$ cat config.mk
export PLATFORM = sky130hd
export DESIGN_NAME = mem_dump_reader
export DESIGN_NICKNAME = d
export VERILOG_FILES = /design/src/rtl/mem_dump_reader.sv
export SDC_FILE = /design/constraint.sdc
export NUM_CORES = 1
export LEC_CHECK = 0
export CAP_MARGIN = 20
export CORE_AREA = 2 2 93 104
export DETAILED_ROUTE_END_ITERATION = 6
export DIE_AREA = 0 0 95 106
export HOLD_SLACK_MARGIN = 0.12
export PLACE_DENSITY = 0.75
export RECOVER_POWER = 50
export SLEW_MARGIN = 20
export SYNTH_ARGS = -nofsm -noshare
export SYNTH_HDL_FRONTEND = slang
export SYNTH_SLANG_ARGS = --single-unit
$ cat constraint.sdc
create_clock -name clock -period 4.4 [get_ports clock]
set_input_delay 0.88 -clock clock [delete_from_list [all_inputs] [get_ports clock]]
set_output_delay 0.88 -clock clock [all_outputs]
set_load 0.005 [all_outputs]
$ cat src/rtl/mem_dump_reader.sv
// ---------------------------------------------------------------------------
// mem_dump_reader
//
// Debug read-back initiator for the data-memory block RAM. When start is
// accepted, the block walks word_count words from base_addr on the RAM's spare
// read port. Addresses wrap modulo 2^ADDR_WIDTH. Each word goes out MSB byte
// first on a valid/ready byte stream toward the UART transmitter. When enabled,
// an XOR-of-all-bytes checksum byte follows the last word. done then pulses for
// one cycle.
//
// Ports:
//   clock       system clock, rising edge
//   reset       synchronous, active-high
//   start       one-cycle request, honoured only while idle
//   base_addr   first word address, captured on an accepted start
//   word_count  number of words (0 .. 2^ADDR_WIDTH), captured on start
//   mem_addr    registered read address to the RAM port
//   mem_we      RAM write enable, tied low
//   mem_rdata   RAM read data, valid READ_LATENCY cycles after the address
//   tx_data     byte to the transmitter
//   tx_valid    tx_data is valid
//   tx_ready    transmitter accepts the byte this cycle
//   busy        dump in progress
//   done        one-cycle completion pulse
// ---------------------------------------------------------------------------
module mem_dump_reader #(
    parameter int ADDR_WIDTH    = 10,
    parameter int DATA_WIDTH    = 32,
    parameter int READ_LATENCY  = 1,
    parameter int SEND_CHECKSUM = 1
) (
    input  logic                  clock,
    input  logic                  reset,
    input  logic                  start,
    input  logic [ADDR_WIDTH-1:0] base_addr,
    input  logic [ADDR_WIDTH:0]   word_count,
    output logic [ADDR_WIDTH-1:0] mem_addr,
    output logic                  mem_we,
    input  logic [DATA_WIDTH-1:0] mem_rdata,
    output logic [7:0]            tx_data,
    output logic                  tx_valid,
    input  logic                  tx_ready,
    output logic                  busy,
    output logic                  done
);

    localparam int BYTES  = DATA_WIDTH / 8;
    localparam int BIDX_W = (BYTES > 1) ? $clog2(BYTES) : 1;
    localparam logic [BIDX_W-1:0] LAST_BYTE = BIDX_W'(BYTES - 1);
    // WAIT covers READ_LATENCY-1 cycles, so it exits when the count reaches
    // READ_LATENCY-2.
    localparam logic [1:0] WAIT_LAST = (READ_LATENCY > 1) ? 2'(READ_LATENCY - 2) : 2'd0;

    localparam logic [2:0] S_IDLE    = 3'd0;
    localparam logic [2:0] S_FETCH   = 3'd1;
    localparam logic [2:0] S_WAIT    = 3'd2;
    localparam logic [2:0] S_CAPTURE = 3'd3;
    localparam logic [2:0] S_SEND    = 3'd4;
    localparam logic [2:0] S_CSUM    = 3'd5;
    localparam logic [2:0] S_FINISH  = 3'd6;

    logic [2:0]            state_q,     state_d;
    logic [ADDR_WIDTH-1:0] addr_q,      addr_d;
    logic [ADDR_WIDTH-1:0] mem_addr_q,  mem_addr_d;
    logic [ADDR_WIDTH:0]   remaining_q, remaining_d;
    logic [DATA_WIDTH-1:0] shift_q,     shift_d;
    logic [BIDX_W-1:0]     byte_idx_q,  byte_idx_d;
    logic [1:0]            wait_cnt_q,  wait_cnt_d;
    logic [7:0]            csum_q,      csum_d;

    logic [7:0] head_byte;
    assign head_byte = shift_q[DATA_WIDTH-1 -: 8];

    always_comb begin
        // NOTE: every _d gets its hold value first, so any path through the case
        // below that does not assign a _d cannot infer a latch.
        state_d     = state_q;
        addr_d      = addr_q;
        mem_addr_d  = mem_addr_q;
        remaining_d = remaining_q;
        shift_d     = shift_q;
        byte_idx_d  = byte_idx_q;
        wait_cnt_d  = wait_cnt_q;
        csum_d      = csum_q;

        case (state_q)
            S_IDLE: begin
                if (start) begin
                    addr_d      = base_addr;
                    remaining_d = word_count;
                    csum_d      = 8'h00;
                    if (word_count == '0) begin
                        state_d = (SEND_CHECKSUM != 0) ? S_CSUM : S_FINISH;
                    end else begin
                        state_d    = S_FETCH;
                        mem_addr_d = base_addr;
                    end
                end
            end
            // The RAM samples mem_addr at the end of FETCH. mem_addr is loaded
            // on the way in, so it already holds addr_q during FETCH.
            S_FETCH: begin
                if (READ_LATENCY > 1) begin
                    state_d    = S_WAIT;
                    wait_cnt_d = 2'd0;
                end else begin
                    state_d = S_CAPTURE;
                end
            end
            S_WAIT: begin
                if (wait_cnt_q == WAIT_LAST) begin
                    state_d = S_CAPTURE;
                end else begin
                    wait_cnt_d = wait_cnt_q + 2'd1;
                end
            end
            S_CAPTURE: begin
                shift_d     = mem_rdata;
                byte_idx_d  = '0;
                addr_d      = addr_q + 1'b1;
                remaining_d = remaining_q - 1'b1;
                state_d     = S_SEND;
            end
            S_SEND: begin
                if (tx_ready) begin
                    csum_d     = csum_q ^ head_byte;
                    shift_d    = shift_q << 8;
                    byte_idx_d = byte_idx_q + 1'b1;
                    if (byte_idx_q == LAST_BYTE) begin
                        if (remaining_q != '0) begin
                            state_d    = S_FETCH;
                            mem_addr_d = addr_q;
                        end else begin
                            state_d = (SEND_CHECKSUM != 0) ? S_CSUM : S_FINISH;
                        end
                    end
                end
            end
            S_CSUM: begin
                if (tx_ready) begin
                    state_d = S_FINISH;
                end
            end
            S_FINISH: state_d = S_IDLE;
            default:  state_d = S_IDLE;
        endcase
    end

    always_ff @(posedge clock) begin
        // NOTE: non-blocking assignments, so each register takes its next value
        // from the pre-edge state of all the others, whatever the order here.
        if (reset) begin
            state_q     <= S_IDLE;
            addr_q      <= '0;
            mem_addr_q  <= '0;
            remaining_q <= '0;
            shift_q     <= '0;
            byte_idx_q  <= '0;
            wait_cnt_q  <= '0;
            csum_q      <= 8'h00;
        end else begin
            state_q     <= state_d;
            addr_q      <= addr_d;
            mem_addr_q  <= mem_addr_d;
            remaining_q <= remaining_d;
            shift_q     <= shift_d;
            byte_idx_q  <= byte_idx_d;
            wait_cnt_q  <= wait_cnt_d;
            csum_q      <= csum_d;
        end
    end

    // The outputs are plain decodes of registered state.
    assign mem_addr = mem_addr_q;
    assign mem_we   = 1'b0;
    assign tx_valid = (state_q == S_SEND) || (state_q == S_CSUM);
    assign tx_data  = (state_q == S_SEND) ? head_byte :
                      (state_q == S_CSUM) ? csum_q    : 8'h00;
    assign busy     = (state_q != S_IDLE) && (state_q != S_FINISH);
    assign done     = (state_q == S_FINISH);

endmodule

==> results.toml, run 1 <==
[run_status]
status = "complete, but fails checks"
failed_checks = "max-capacitance violations, max-slew violations"

[synthesis]
syn_inst = 476
ys_warn_count = 0
synthFlopType = "dfxtp_1"
synth-seq-cells = 78
netlist_area_sq_mm = 0.00400
async_flop_share_pct = 0
ys_types = 56
syn-num-nets = 538
ys_seq_area_share_pct = 39.1
synth-edff-count = 0
syn_avg_cell_area_sq_um = 8.40

[cts]
cts.repair.resized = 0
cts_hold_buf = 0
numCtsBuffers = 9
clk_path_buf_depth = 2
cts_tree = "built"
cts_sinks = 78
insertion_delay_ps = 350
cts_root_buf = "clkbuf_8"
postCtsSetupBuffers = 0
htree_levels = 3
cts.clk_slew.worst_paths_ps = 80

[setup_path]
crit_family = "simple AND/OR/NAND/NOR gates"
path_cells = "dlygate4sd3_1 > nor4b_1 > nor2_1 > a221oi_1 > nor2_1"
crit_path_top_delay_cell = "nor4b_1"
arrival_ps = 3780
critPathCaptureType = "register"
path_buf_inv = 1
worst-endpoint-required_ps = 4610
critPathMaxFanout = 12
crit_start = "start"
worstSetupStartpointType = "input port"
critPathKind = "in -> reg"
cp_common_cell = "nor2_1"
cpPeakStageDelay_ps = 1610
reg2reg_from = "state_q[0]$_SDFFE_PP0P_"

[sta]
hold_viol_final = 0
fin_crit_sh_pct = 81.0
finalSetupTns_ps = 0
rsz0062_at_grt = "false"
fmax_mhz = 281
layout_setup_ws_ps = 836
finClkSkew_ps = 11.4
relSlewSlack_pct = -38.2
tightest_slew_ps = 2040
slew_viol_final = 13
period_minus_slack_ps = 3560
setup_viol = 0

[layout]
antenna_cells = 0
fin_nets = 590
drive_gt1_share_pct = 7.32
area_delta_synth_final_pct = 23.1
mostFrequentLayoutCells = "dfxtp_1 (77), clkdlybuf4s50_1 (65), nand2_1 (58), nor2_1 (54), o21ai_0 (31)"
final_common_cell = "dfxtp_1"
final_cells = 650
fin_area_sq_mm = 0.00492

[power_and_ir_drop]
p_total_uw = 2010
ir_worst_vdd_v = 0.000209
p_per_area_mw_per_mm2 = 409
leakage_uw = 0.00165

[floorplanning]
fp.dieH_um = 106
die_area_sq_mm = 0.0101
die_x_um = 95
rows = 37
core-area_sq_mm = 0.00912
io-pin-count = 79
initial_core_util_pct = 43.8

[flow_run]
max_cap_viol_count = 1

[placement]
pre_cts_ws_ps = 1310
dpl-instance-area_sq_mm = 0.00473
hpwl_um = 6700
place_congestion = 0.796
place_inst = 634
io_buffers = 77

[global_routing]
overflow = 0
grt_pass1_vias = 3503
antenna_found_initial = 0
grt_usage_pct = 20.2
grt_pass1_wl_um = 16400
grt_max_degree = 63

[detailed_routing]
top_layer = "met4"
met1Wirelength_um = 4280
drt_iter0_markers = 176
vias_per_cell = 5.74
wl_met2_um = 4850
drt-pass1-iter-count = 5
drc = 0
drtAntennaViolNets = 0
wl_per_cell_um = 15.1
postRouteWirelength_um = 9810
wl_met3_um = 558
vias = 3733

[min_path]
hp-start = "byte_idx_q[1]$_SDFFE_PP0P_"
min_path_type = "reg -> reg"
[report_power, final]
group	internal [uW]	switching (uW)	total [uW]
Combinational	250	278	527
Sequential	806	119	926
Clock	269	290	559
Total	1320	687	2010
[worst min-delay path, stage by stage, from the launching register on]
cell	delay, ps
dfxtp_1	320
nand2_1	60
a21oi_1	50
[registers in the layout, indices dropped and copies added (netlist names)]
register	count
shift_q	32
remaining_q	11
addr_q	10
mem_addr	10
csum_q	8
state_q	3
byte_idx_q	2
wait_cnt_q	2
[cell usage after synthesis (all sizes together) (2+ instances only)]
cell | instances | area [sq um]
dfxtp | 78 | 1560
nand2 | 59 | 224
nor2 | 55 | 223
o21ai | 31 | 155
a311oi | 26 | 228
a21oi | 24 | 120
buf | 23 | 156
clkbuf | 20 | 76.3
mux2i | 20 | 200
a31oi | 17 | 106
a211oi | 15 | 163
nand3 | 12 | 60.1
inv | 8 | 30.0
xor2 | 8 | 70.1
nor3 | 7 | 40.0
or3 | 7 | 43.8
nand4 | 6 | 43.8
ha | 5 | 62.6
nand2b | 5 | 31.3
nor4 | 5 | 31.3
o311ai | 5 | 43.8
and3 | 4 | 25.0
o211ai | 4 | 30.0
and4 | 3 | 26.3
a221oi | 2 | 17.5
a22oi | 2 | 15.0
a2bb2oi | 2 | 17.5
and2 | 2 | 12.5
and3b | 2 | 17.5
or4 | 2 | 15.0
[cells by family (layout without fill, tap and decap cells)]
logic type               after synthesis  count (layout)  share of synthesized area [%]
multiplexers                          21              21                           5.29
AND/OR/NAND/NOR                      177             177                           21.8
buffers and inverters                 51             108                           6.57
other                                  1               1                         0.0938
AO/OA/AOI/OAI                        134             134                           23.7
flip-flops                            78              78                           39.1
XOR/XNOR                               9               9                           1.97
adder cells (fa/ha/maj)                5               5                           1.57
[final timing paths]
path,endpoint,slack (ps),cells past startpoint
worst max-delay path,remaining_q[1]$_SDFFE_PP0P_,840,5
worst min register to register,byte_idx_q[1]$_SDFFE_PP0P_,470,2
worst max register to register,remaining_q[1]$_SDFFE_PP0P_,1220,4
worst min-delay path,byte_idx_q[1]$_SDFFE_PP0P_,470,2
[through the flow]
stage | hold WS (ps) | util (%)
2_1_floorplan | 429 | -
3_3_place_gp | 442 | 51.9
3_5_place_dp | 458 | 51.9
4_1_cts | 469 | 54.1
5_1_grt | 488 | 54.0
6_report | 466 | 54.0
[cell type report]
cell class / count / area [sq um]
fill: 839 / 4200
sequential: 78 / 1560
inverter: 8 / 30.0
timing repair buffer: 84 / 811
tap: 117 / 146
clock buffer: 9 / 124
multi-input combinational: 347 / 2170
clock inverter: 7 / 81.3
[per-layer routing]
layer / vias up / global-route usage, %
li1: 1838 / -
met1: 1774 / 26.3
met2: 111 / 32.7
met3: 10 / 4.96
met4: 0 / 6.63
met5: - / 0
Note: power is estimated with default switching activity, not from simulation.
==> inputs of run 2 (changes only) <==
==> constraint.sdc (replaced) <==
create_clock -name clock -period 3.67 [get_ports clock]
set_input_delay 0.734 -clock clock [delete_from_list [all_inputs] [get_ports clock]]
set_output_delay 0.734 -clock clock [all_outputs]
set_load 0.005 [all_outputs]
==> run 2 against run 1 <==
  * The flow now finishes without violations
  * Combinational power rose by 20%
  * Utilization rose by 0.055 points
  * Final cell count rose by 0.15%
  * Critical path depth fell by 2
  * Worst setup slack got worse by 170 ps
  * Non-clock buffer count rose by 1
  * Register-to-register slack got worse by 250 ps
  * Total power rose by 22%
  * Critical path type is now reg -> out
  * Die area did not move
  * First-iteration DRC count rose by 9.7%
==> results.toml, run 2 (synthesis results as in run 1) <==
[layout]
area_delta_synth_final_pct = 23.3
antenna_cells = 0
largest_reg_flops = 32
multi_input_area_sq_mm = 0.00214
largestRegisters = "shift_q (32), remaining_q (11)"
seq_area_sq_mm = 0.00156
drive_gt1_share_pct = 6.74
top_register = "shift_q"
mostFrequentLayoutCells = "dfxtp_1 (77), clkdlybuf4s50_1 (66), nand2_1 (59), nor2_1 (54), o21ai_0 (31)"
nFillCells = 836
fin_nets = 591
final_common_cell = "dfxtp_1"

[sta]
rsz0062_at_grt = "false"
fin_crit_sh_pct = 81.8
tightest_slew_ps = 970
finClkSkew_ps = 10.3
finalSetupTns_ps = 0
period_minus_slack_ps = 3000
layout_setup_ws_ps = 668
fmax_mhz = 333
relSlewSlack_pct = 35.4
setup_viol = 0
slew_viol_final = 0
hold_viol_final = 0

[power_and_ir_drop]
leakage_uw = 0.00165
power.internal_uw = 1650
power_frac_seq_pct = 45.3
p_per_area_mw_per_mm2 = 499
comb_power_share_pct = 25.7
switchingPower_uw = 808
p_clk_share_pct = 29.0
ir_worst_vdd_v = 0.000250
p_sw_share_pct = 32.8

[cts]
htree_levels = 3
cts.repair.resized = 0
numCtsBuffers = 9
postCtsSetupBuffers = 0
cts_root_buf = "clkbuf_8"
insertion_delay_ps = 350
cts_tree = "built"
cts_sinks = 78
cts.clk_slew.worst_paths_ps = 80
clk_path_buf_depth = 2
cts_hold_buf = 0

[detailed_routing]
drtAntennaViolNets = 0
wl_per_cell_um = 15.4
drc = 0
postRouteWirelength_um = 10000
vias_per_cell = 5.74
vias = 3738
drt-pass1-iter-count = 5
drt_iter0_markers = 193

[setup_path]
ff2ff_path_depth = 5
ff2ff_setup_slack_ps = 970
critPathCaptureType = "output pin"
worst-endpoint-required_ps = 2940
crit_family = "flip-flops"
path_cells = "inv_1 > and3_1 > clkdlybuf4s50_1"
worstSetupStartpointType = "register"
arrival_ps = 2270
critPathMaxFanout = 50
cpPeakStageDelay_ps = 970
crit_cells = 3
path_buf_inv = 2
critPathKind = "reg -> out"
crit_path_top_delay_cell = "dfxtp_2"

[placement]
hpwl_um = 6750
io_buffers = 77
place_congestion = 0.799
pre_cts_ws_ps = 894

[global_routing]
overflow = 0
grt_pass1_vias = 3528
grt_max_degree = 63
grt_pass1_wl_um = 16500
grt_usage_pct = 20.4
antenna_found_initial = 0

[floorplanning]
io-pin-count = 79
initial_core_util_pct = 43.8
core-area_sq_mm = 0.00912
rows = 37
die_x_um = 95
fp.dieH_um = 106
die_area_sq_mm = 0.0101

[flow_run]
max_cap_viol_count = 0

[min_path]
min_path_type = "reg -> reg"
min_delay_path_depth = 2

[run_status]
status = "complete, no violations"
## run 2: cell count changes in the layout (fill, tap and decap cells not counted), sizes merged
| cell | before | now |
|---|---|---|
| bufinv | 1 | 2 |
| dlygate4sd3 | 11 | 10 |
| clkinvlp | 1 | 2 |
| clkbuf | 11 | 10 |
| buf | 6 | 8 |
| clkdlybuf4s50 | 65 | 66 |
| clkinv | 3 | 2 |
| inv | 10 | 9 |
## run 2: worst register-to-register path, stage by stage (launching register included)
cell and delay [ps]:
dfxtp_2 970, nor2_1 180, nand4_1 120, clkbuf_1 490
and3_1 640, a211oi_1 150
## run 2: worst paths after layout
kind,from,to
setup / recovery,state_q[0]$_SDFFE_PP0P_,done
setup reg to reg,state_q[0]$_SDFFE_PP0P_,mem_addr[4]$_SDFFE_PP0P_
hold / removal,byte_idx_q[1]$_SDFFE_PP0P_,byte_idx_q[1]$_SDFFE_PP0P_
hold reg to reg,byte_idx_q[1]$_SDFFE_PP0P_,byte_idx_q[1]$_SDFFE_PP0P_
## run 2: power groups by stage
stage / Clock [uW] / Combinational, uW / Sequential [uW]
finish: 713 / 632 / 1110
detailed placement: 0 / 649 / 1130
global route: 757 / 700 / 1130
floorplan: 0 / 505 / 1050
CTS: 725 / 652 / 1110
global placement: 0 / 624 / 1120
## run 2: layout make-up
class,count,share of cell area (%)
multi-input combinational,347,43.5
sequential,78,31.7
timing repair buffer,85,16.7
tap,117,2.97
clock buffer,9,2.51
clock inverter,7,1.98
inverter,8,0.610
## run 2: through the flow
| stage | instances | hold slack [ps] | util, % | area, sq um | power (uW) |
|---|---|---|---|---|---|
| 3_3_place_gp | 635 | 442 | 51.9 | 4740 | 1740 |
| 4_1_cts | 651 | 463 | 54.4 | 4960 | 2490 |
| 5_1_grt | 651 | 479 | 54.0 | 4930 | 2590 |
| 2_1_floorplan | 476 | 429 | - | 4000 | 1560 |
| 3_5_place_dp | 635 | 452 | 51.9 | 4740 | 1780 |
| 6_report | 651 | 462 | 54.0 | 4930 | 2460 |
## run 2: layer usage
metal | vias up | GRT usage [%] | routed length, um
met4 | 0 | 7.56 | 160
met3 | 14 | 3.33 | 564
li1 | 1848 | - | -
met1 | 1756 | 26.3 | 4430
met5 | - | 0 | 0
met2 | 120 | 34.0 | 4840
==> inputs of run 3 (changes only) <==
--- a/config.mk
+++ b/config.mk
@@ -10,7 +10,7 @@
 export DETAILED_ROUTE_END_ITERATION = 6
 export DIE_AREA = 0 0 95 106
 export HOLD_SLACK_MARGIN = 0.12
-export PLACE_DENSITY = 0.75
+export PLACE_DENSITY = 0.78
 export RECOVER_POWER = 50
 export SLEW_MARGIN = 20
 export SYNTH_ARGS = -nofsm -noshare
==> constraint.sdc (replaced) <==
create_clock -name clock -period 2.68 [get_ports clock]
set_input_delay 0.536 -clock clock [delete_from_list [all_inputs] [get_ports clock]]
set_output_delay 0.536 -clock clock [all_outputs]
set_load 0.005 [all_outputs]
==> run 3 against run 2 <==
  * Clock-buffer cell count unchanged
  * Hold slack better by 1.8 ps
  * Wire length grew 0.39%
  * Worst setup slack got worse by 490 ps
  * Critical path type unchanged
==> results.toml, run 3 (synthesis results as in run 1) <==
[min_path]
hold_end = "byte_idx_q[1]$_SDFFE_PP0P_"
min_delay_path_depth = 2
min_path_type = "reg -> reg"
hp-start = "byte_idx_q[1]$_SDFFE_PP0P_"

[setup_path]
ff2ff_setup_slack_ps = 260
critPathMaxFanout = 10
r2r_end = "state_q[2]$_SDFFE_PP0P_"
critPathCaptureType = "output pin"
crit_start = "state_q[1]$_SDFFE_PP0P_"
reg2reg_from = "state_q[0]$_SDFFE_PP0P_"
arrival_ps = 1960
worstSetupStartpointType = "register"
worst-endpoint-required_ps = 2140
critPathKind = "reg -> out"
ff2ff_path_depth = 6

[detailed_routing]
drc = 0
drt-pass1-iter-count = 4
drt_iter0_markers = 169
drtAntennaViolNets = 0
postRouteWirelength_um = 10000
wl_per_cell_um = 15.2
vias_per_cell = 5.70
vias = 3758

[run_status]
status = "complete, no violations"

[floorplanning]
rows = 37
initial_core_util_pct = 43.8
die_x_um = 95
io-pin-count = 79
core-area_sq_mm = 0.00912
fp.dieH_um = 106
die_area_sq_mm = 0.0101

[global_routing]
overflow = 0
grt_pass1_wl_um = 16400
grt_pass1_vias = 3550
antenna_found_initial = 0
grt_max_degree = 50
grt_usage_pct = 20.4

[placement]
hpwl_um = 7260
io_buffers = 77
place_congestion = 0.841

[cts]
cts_hold_buf = 0
cts_sinks = 78
numCtsBuffers = 9
clk_path_buf_depth = 2
cts.repair.resized = 0
cts_tree = "built"
cts.clk_slew.worst_paths_ps = 100
postCtsSetupBuffers = 0
cts_root_buf = "clkbuf_8"
insertion_delay_ps = 370
htree_levels = 3

[power_and_ir_drop]
leakage_uw = 0.00168
p_total_uw = 3270
ir_worst_vdd_v = 0.000390
p_per_area_mw_per_mm2 = 658

[layout]
final_common_cell = "dfxtp_1"
area_delta_synth_final_pct = 24.5
largest_reg_flops = 32
largestRegisters = "shift_q (32), remaining_q (11)"
mostFrequentLayoutCells = "dfxtp_1 (77), clkdlybuf4s50_1 (66), nand2_1 (58), nor2_1 (54), o21ai_0 (31)"
antenna_cells = 0
nFillCells = 829
top_register = "shift_q"
drive_gt1_share_pct = 8.49
fin_nets = 599

[sta]
setup_viol = 0
fmax_mhz = 400
period_minus_slack_ps = 2500
slew_viol_final = 0
finClkSkew_ps = 14.0
fin_crit_sh_pct = 93.3
tightest_slew_ps = 654
relSlewSlack_pct = 56.4
hold_viol_final = 0
rsz0062_at_grt = "false"
holdWs_ps = 463
finalSetupTns_ps = 0

[flow_run]
max_cap_viol_count = 0
## run 3: area by class of cell
class                           count  area, sq um  share of cell area [%]
Timing Repair Buffer               93          880                    17.7
Clock inverter                      7         65.1                    1.31
Inverter                            8         30.0                   0.604
Tap cell                          117          146                    2.94
Clock buffer                        9          124                    2.49
Multi-Input combinational cell    347         2170                    43.5
Sequential cell                    78         1560                    31.4
## run 3: through the flow
stage               std cells  setup slack, ps  utilization (%)  instance area [sq um]
global placement          643              459             52.7                   4810
finish                    659              180             54.5                   4970
CTS                       659              171             54.8                   5000
global route              659             38.3             54.5                   4970
floorplan                 476              937                -                   4000
detailed placement        643              395             52.7                   4810
## run 3: power breakdown
part / internal (uW) / switching (uW)
combinational: 431 / 507
clock: 358 / 493
sequential: 1320 / 157
total: 2110 / 1160
## run 3: worst max-delay path by stage
stage                     cells after the start  slack [ps]                  endpoint
final                                         4         180                      busy
after detailed placement                      6         390  mem_addr[6]$_SDFFE_PP0P_
after floorplan                               5         940                tx_data[0]
after global routing                          7          40  shift_q[24]$_SDFFE_PP0P_
after global placement                        6         460  mem_addr[0]$_SDFFE_PP0P_
after CTS                                     4         170                      busy
## run 3: worst max-delay path, stage by stage, from the launching register on
cell	delay (ps)
dfxtp_1	490
nand2b_1	200
inv_1	90
or3_1	350
clkdlybuf4s50_1	470
## run 3: metal layers
| layer | vias up | routed length [um] | GRT usage (%) |
|---|---|---|---|
| li1 | 1866 | - | - |
| met1 | 1774 | 4560 | 26.6 |
| met5 | - | 0 | 0 |
| met2 | 104 | 4870 | 33.4 |
| met3 | 14 | 470 | 3.19 |
| met4 | 0 | 135 | 8.18 |
